### src/rtl/mem_pkg.sv
// Shared types and helpers for the parametrised data memory.
// Helpers are sized for the widest supported word (128 bits / 16 byte lanes).
package mem_pkg;

  typedef enum logic {
    INIT  = 1'b0,
    READY = 1'b1
  } state_e;

  localparam int MAX_DATA_WIDTH = 128;
  localparam int MAX_BYTES      = MAX_DATA_WIDTH / 8;

  // Take each byte from new_w where mask is set, otherwise keep old_w.
  function automatic logic [MAX_DATA_WIDTH-1:0] merge_bytes(
    input logic [MAX_DATA_WIDTH-1:0] old_w,
    input logic [MAX_DATA_WIDTH-1:0] new_w,
    input logic [MAX_BYTES-1:0]      mask
  );
    logic [MAX_DATA_WIDTH-1:0] m;
    m = old_w;
    for (int i = 0; i < MAX_BYTES; i++) begin
      if (mask[i]) m[8*i +: 8] = new_w[8*i +: 8];
    end
    return m;
  endfunction

endpackage

### src/rtl/mem_rd_pipe.sv
// Read-return delay line of STAGES register stages carrying {valid, data}.
// Data registers only load on valid, so the output holds the last returned word.
module mem_rd_pipe #(
  parameter int STAGES = 0,
  parameter int WIDTH  = 32
) (
  input  logic             clk,
  input  logic             reset,
  input  logic             valid_i,
  input  logic [WIDTH-1:0] data_i,
  output logic             valid_o,
  output logic [WIDTH-1:0] data_o
);

  if (STAGES == 0) begin : g_bypass
    logic unused_pipe;
    assign unused_pipe = clk ^ reset;
    assign valid_o     = valid_i;
    assign data_o      = data_i;
  end else begin : g_stages
    logic [STAGES-1:0] valid_q;
    logic [WIDTH-1:0]  data_q [STAGES];

    always_ff @(posedge clk) begin
      if (reset) begin
        valid_q <= '0;
        for (int s = 0; s < STAGES; s++) data_q[s] <= '0;
      end else begin
        valid_q[0] <= valid_i;
        if (valid_i) data_q[0] <= data_i;
        for (int s = 1; s < STAGES; s++) begin
          valid_q[s] <= valid_q[s-1];
          if (valid_q[s-1]) data_q[s] <= data_q[s-1];
        end
      end
    end

    assign valid_o = valid_q[STAGES-1];
    assign data_o  = data_q[STAGES-1];
  end

endmodule

### src/rtl/data_mem_ctrl.sv
// Parametrised data memory for the core's memory stage: byte-lane writes,
// selectable read-during-write, fault pulse, and a zeroing sweep after reset.
module data_mem_ctrl
  import mem_pkg::*;
#(
  parameter int                    DATA_WIDTH   = 32,
  parameter int                    ADDR_WIDTH   = 32,
  parameter int                    DEPTH        = 64,
  parameter int                    READ_LATENCY = 1,
  parameter int                    RDW_MODE     = 0,
  parameter logic [ADDR_WIDTH-1:0] BASE_ADDR    = '0
) (
  input  logic                    clk,
  input  logic                    reset,
  input  logic [ADDR_WIDTH-1:0]   address,
  input  logic [DATA_WIDTH-1:0]   write_data,
  input  logic                    write_enable,
  input  logic [DATA_WIDTH/8-1:0] byte_en,
  input  logic                    read_enable,
  output logic [DATA_WIDTH-1:0]   read_data,
  output logic                    read_valid,
  output logic                    fault,
  output logic                    ready
);

  localparam int BYTES     = DATA_WIDTH / 8;
  localparam int LANE_BITS = $clog2(BYTES);
  localparam int IDX_BITS  = $clog2(DEPTH);
  localparam logic [ADDR_WIDTH-1:0] LANE_MASK = ADDR_WIDTH'(BYTES - 1);
  localparam logic [ADDR_WIDTH-1:0] DEPTH_A   = ADDR_WIDTH'(DEPTH);
  localparam logic [IDX_BITS-1:0]   LAST_IDX  = IDX_BITS'(DEPTH - 1);

  state_e                state_q;
  logic [IDX_BITS-1:0]   cnt_q;
  logic                  ready_q;
  logic [DATA_WIDTH-1:0] mem_q [DEPTH];

  // Handshake: a request (read_enable or write_enable) is taken on the rising
  // edge only while ready=1; there is no back-pressure once ready is high, and
  // every taken read returns exactly one read_valid pulse READ_LATENCY later.

  logic [ADDR_WIDTH-1:0] off;
  logic [ADDR_WIDTH-1:0] idx_full;
  logic [IDX_BITS-1:0]   idx;
  logic                  below_base;
  logic                  misaligned;
  logic                  out_of_range;
  logic                  legal;
  logic                  wr_go;
  logic                  rd_go;
  logic [DATA_WIDTH-1:0] old_word;
  logic [DATA_WIDTH-1:0] merged_word;
  logic [DATA_WIDTH-1:0] rd_data_d;

  assign off          = address - BASE_ADDR;
  assign idx_full     = off >> LANE_BITS;
  assign idx          = idx_full[IDX_BITS-1:0];
  assign below_base   = address < BASE_ADDR;
  assign misaligned   = (off & LANE_MASK) != '0;
  assign out_of_range = idx_full >= DEPTH_A;
  assign legal        = !(below_base || misaligned || out_of_range);

  assign fault = ready_q && (read_enable || write_enable) && !legal;
  assign wr_go = ready_q && write_enable && legal && !reset;
  assign rd_go = ready_q && read_enable;

  assign old_word    = mem_q[idx];
  assign merged_word = DATA_WIDTH'(merge_bytes(MAX_DATA_WIDTH'(old_word),
                                               MAX_DATA_WIDTH'(write_data),
                                               MAX_BYTES'(byte_en)));

  // Illegal reads still return a pulse, carrying zero.
  always_comb begin
    rd_data_d = old_word;
    if (!legal) begin
      rd_data_d = '0;
    end else if (RDW_MODE == 1 && wr_go) begin
      rd_data_d = merged_word;
    end
  end

  always_ff @(posedge clk) begin
    if (reset) begin
      state_q <= INIT;
      cnt_q   <= '0;
      ready_q <= 1'b0;
    end else begin
      case (state_q)
        INIT: begin
          cnt_q <= cnt_q + 1'b1;
          if (cnt_q == LAST_IDX) begin
            state_q <= READY;
            ready_q <= 1'b1;
          end
        end
        READY: begin
          ready_q <= 1'b1;
        end
        default: begin
          state_q <= INIT;
          ready_q <= 1'b0;
        end
      endcase
    end
  end

  always_ff @(posedge clk) begin
    if (!reset) begin
      if (state_q == INIT) begin
        mem_q[cnt_q] <= '0;
      end else if (wr_go) begin
        mem_q[idx] <= merged_word;
      end
    end
  end

  logic                  rd_valid_q;
  logic [DATA_WIDTH-1:0] rd_data_q;

  always_ff @(posedge clk) begin
    if (reset) begin
      rd_valid_q <= 1'b0;
      rd_data_q  <= '0;
    end else begin
      rd_valid_q <= rd_go;
      if (rd_go) rd_data_q <= rd_data_d;
    end
  end

  mem_rd_pipe #(
    .STAGES (READ_LATENCY - 1),
    .WIDTH  (DATA_WIDTH)
  ) u_rd_pipe (
    .clk     (clk),
    .reset   (reset),
    .valid_i (rd_valid_q),
    .data_i  (rd_data_q),
    .valid_o (read_valid),
    .data_o  (read_data)
  );

  assign ready = ready_q;

endmodule
### config.mk
export PLATFORM = sky130hd
export DESIGN_NAME = data_mem_ctrl
export DESIGN_NICKNAME = d
export VERILOG_FILES = /design/src/rtl/mem_pkg.sv /design/src/rtl/mem_rd_pipe.sv /design/src/rtl/data_mem_ctrl.sv
export SDC_FILE = /design/constraint.sdc
export NUM_CORES = 2
export LEC_CHECK = 0
export BUFFER_PORTS_ARGS = -buffer_cell sky130_fd_sc_hd__buf_2
export CAP_MARGIN = 20
export CORE_MARGIN = 2
export CORE_UTILIZATION = 55
export DETAILED_ROUTE_END_ITERATION = 6
export PLACE_DENSITY_LB_ADDON = 0.08
export SLEW_MARGIN = 20
export SYNTH_ARGS = -nofsm -noshare
export SYNTH_HDL_FRONTEND = slang
export SYNTH_SLANG_ARGS = --single-unit
### constraint.sdc
create_clock -name clk -period 9.3 [get_ports clk]
set_clock_uncertainty 0.05 [all_clocks]
set_input_delay 1.395 -clock clk [delete_from_list [all_inputs] [get_ports clk]]
set_output_delay 1.395 -clock clk [all_outputs]
set_load 0.03 [all_outputs]
==> results.json <==
{
  "powerDensity_nw_per_um2": 205.6,
  "postCtsSetupBuffers": 0,
  "worstSetupPathType": "in2reg",
  "min-delay-path-class": "reg2reg",
  "cts.repair.resized": 0,
  "synth.area.mux_share_pct": 12.66,
  "maxCapViolCount": 0,
  "worstMarginPinSlew_ps": 1180,
  "worstSkewPairLatency_ps": 850,
  "first_pass_iters": 6,
  "dp_cells": 6513,
  "start_kind": "input pin",
  "wirelength_mm": 228.0,
  "final_cell_mix": "2,048 x edfxtp_1, 871 x mux2i_1, 211 x clkbuf_16",
  "detail_route.vias_per_cell": 6.478,
  "layout.nets": 4865,
  "cts_root_buf": "clkbuf_16",
  "yosys.area_share.xor_xnor_pct": 0.04298,
  "tritoncts": "done",
  "hold_buffers": 0,
  "synth_top_family_by_area": "multiplexers",
  "layout-drive-gt1-share_pct": 14.42,
  "status": "finished clean",
  "clockBufferDepth": 3,
  "synth_largest_area_cell": "edfxtp_1",
  "synth_nets": 4679,
  "grt-ovfl-total": 0,
  "cts.sinks": 2089,
  "io_pins": 107,
  "antenna_found_initial": 5,
  "vias": 44710,
  "rsz0062_at_grt": "false",
  "final_cell_area_um2": 91590,
  "synth_compound_area_share_pct": 5.124,
  "min_period_ps": 5119,
  "critical_path_arrival_ps": 5560,
  "synthTopCellsByArea": "edfxtp_1 75%, mux2i_1 11%, a22oi_1 1.9%",
  "grt_pass1_vias": 42960,
  "grt_first_pass_wirelength_mm": 319.5,
  "dp_hpwl_mm": 125.6,
  "post-route-drc-count": 0,
  "n_fill_cell": 10450,
  "h-tree-depth": 4,
  "async_flop_share_pct": 0,
  "synthAdderAreaFrac_pct": 0.01535,
  "chipWidth_um": 389.0,
  "yosys_most_used_dff": "edfxtp_1",
  "numCtsBuffers": 207,
  "grt_max_degree": 111,
  "syn_avg_cell_area_um2": 17.70,
  "synth-seq-area-share_pct": 76.46,
  "drv_slew": 0,
  "wl_per_cell_um": 33.03,
  "track_usage_pct": 29.98,
  "ant_nets": 0,
  "critPathRequiredTime_ps": 9740,
  "clkTransAtPathRegs_ps": 60,
  "vdd_ir_drop_max_uv": 171.8,
  "syn_inst": 4606,
  "final_common_cell": "edfxtp_1",
  "routabilityCongestion": 0.8710,
  "tns_ps": 0,
  "final_cells": 6902,
  "setup_violations": 0,
  "power.leakage_nw": 33.50,
  "die_area_um2": 151300,
  "crit_path_max_fanout": 88,
  "synthesis.area_um2": 81510,
  "die_height_um": 389.0,
  "pre_cts_slack_ps": 3394,
  "yosys.area.top_type_share_pct": 75.45,
  "clock.fmax_ghz": 0.1953,
  "yosysWarnings": 0,
  "maxSlewHeadroom_pct": 21.33,
  "finalCritPeriodShare_pct": 55.05,
  "synth_edf_count": 2048,
  "portBuffers": 106,
  "start_util_pct": 55.27,
  "synth_seq_cells": 2089,
  "placed_cell_area_um2": 85230,
  "worst_slack_ps": 4181,
  "synthSimpleGateAreaFrac_pct": 3.861,
  "hold_violations": 0,
  "drtIter0Drc": 5443,
  "end_kind": "register",
  "fp-row-count": 141,
  "reg2reg_slack_ps": 4710,
  "synth_cell_type_count": 61,
  "coreArea_um2": 147500,
  "syn_to_final_growth_pct": 12.37
}
==> area by class of cell <==
type	instances	area [µm²]	area share [%]
Tap cell	1930	2415	2.636
Sequential cell	2089	62320	68.04
Inverter	7	26.28	0.02869
Multi-Input combinational cell	2233	18600	20.30
Clock inverter	112	765.7	0.8360
Timing Repair Buffer	254	1882	2.055
Antenna cell	1	2.502	0.002732
Clock buffer	276	5584	6.097
==> cells in the mapped netlist (4+ instances only) <==
master	instances
a211oi_1	17
mux2i_1	871
nand2b_1	9
a32o_1	6
o211a_1	6
o21ai_1	26
a32oi_1	14
nor2_1	195
a31oi_1	11
and3_1	7
and2_1	6
o221ai_1	4
mux2_2	22
a22o_1	12
nand2_1	97
nand4b_1	4
nor4_1	11
a21o_1	6
or2_2	4
clkbuf_1	107
a21oi_1	46
dfxtp_1	41
edfxtp_1	2048
buf_2	64
o21ai_0	72
buf_6	11
nand3b_1	9
a221oi_1	6
mux2_1	8
nor4b_1	4
a22oi_1	210
buf_4	73
buf_1	22
nand4_1	64
inv_1	4
nand3_1	138
nor3_1	58
o22ai_1	165
o211ai_1	13
mux4_2	56
nor2b_1	23
==> cells by family after synthesis <==
kind of cell	Yosys count
adder cells (fa/ha/maj)	1
multiplexers	957
XOR/XNOR	4
AND/OR/NAND/NOR	648
flip-flops	2089
AO/OA/AOI/OAI	623
buffers and inverters	284
==> path summary, 6_finish.rpt <==
path	start	endpoint	depth (start not counted)
setup / recovery	address[4]	mem_q[45][5]	8
hold reg to reg	rd_data_q[9]	rd_data_q[9]	2
setup reg to reg	state_q	mem_q[7][25]	5
hold / removal	rd_data_q[9]	rd_data_q[9]	2
==> per-layer routing <==
layer / global-route usage [%] / vias up / share of wire [%]
met5: 0 / - / 0
met4: 8.858 / 0 / 2.9
met3: 5.938 / 360 / 9.0
met2: 46.17 / 2167 / 46
met1: 43.81 / 23300 / 42
li1: - / 18890 / -
==> per-stage QoR <==
stage | hold WS, ps | util (%) | total power [mW]
floorplan | 513.3 | - | 10.86
finish | 396.2 | 62.10 | 18.84
global route | 420.8 | 62.10 | 19.29
CTS | 399.2 | 62.09 | 18.91
detailed placement | 390.7 | 57.79 | 11.14
global placement | 380.2 | 57.70 | 11.14
==> sequential cells by signal, indices dropped and copies added (netlist names) <==
register    count
ready           1
rd_valid_q      1
mem_q        2048
cnt_q           6
state_q         1
rd_data_q      32
==> where the power goes <==
group	total [mW]	switching [mW]	internal (mW)
Sequential	10.2	0.00931	10.2
Clock	7.88	3.48	4.40
Combinational	0.739	0.510	0.229
Total	18.8	4.00	14.8
==> critical path: stages <==
cell and delay (ps):
buf_2 440, buf_4 430, nor2b_4 240, buf_12 520, buf_4 710, mux2i_1 500, nor2_4 710, buf_4 460
Power figures use the tool's default switching activity.
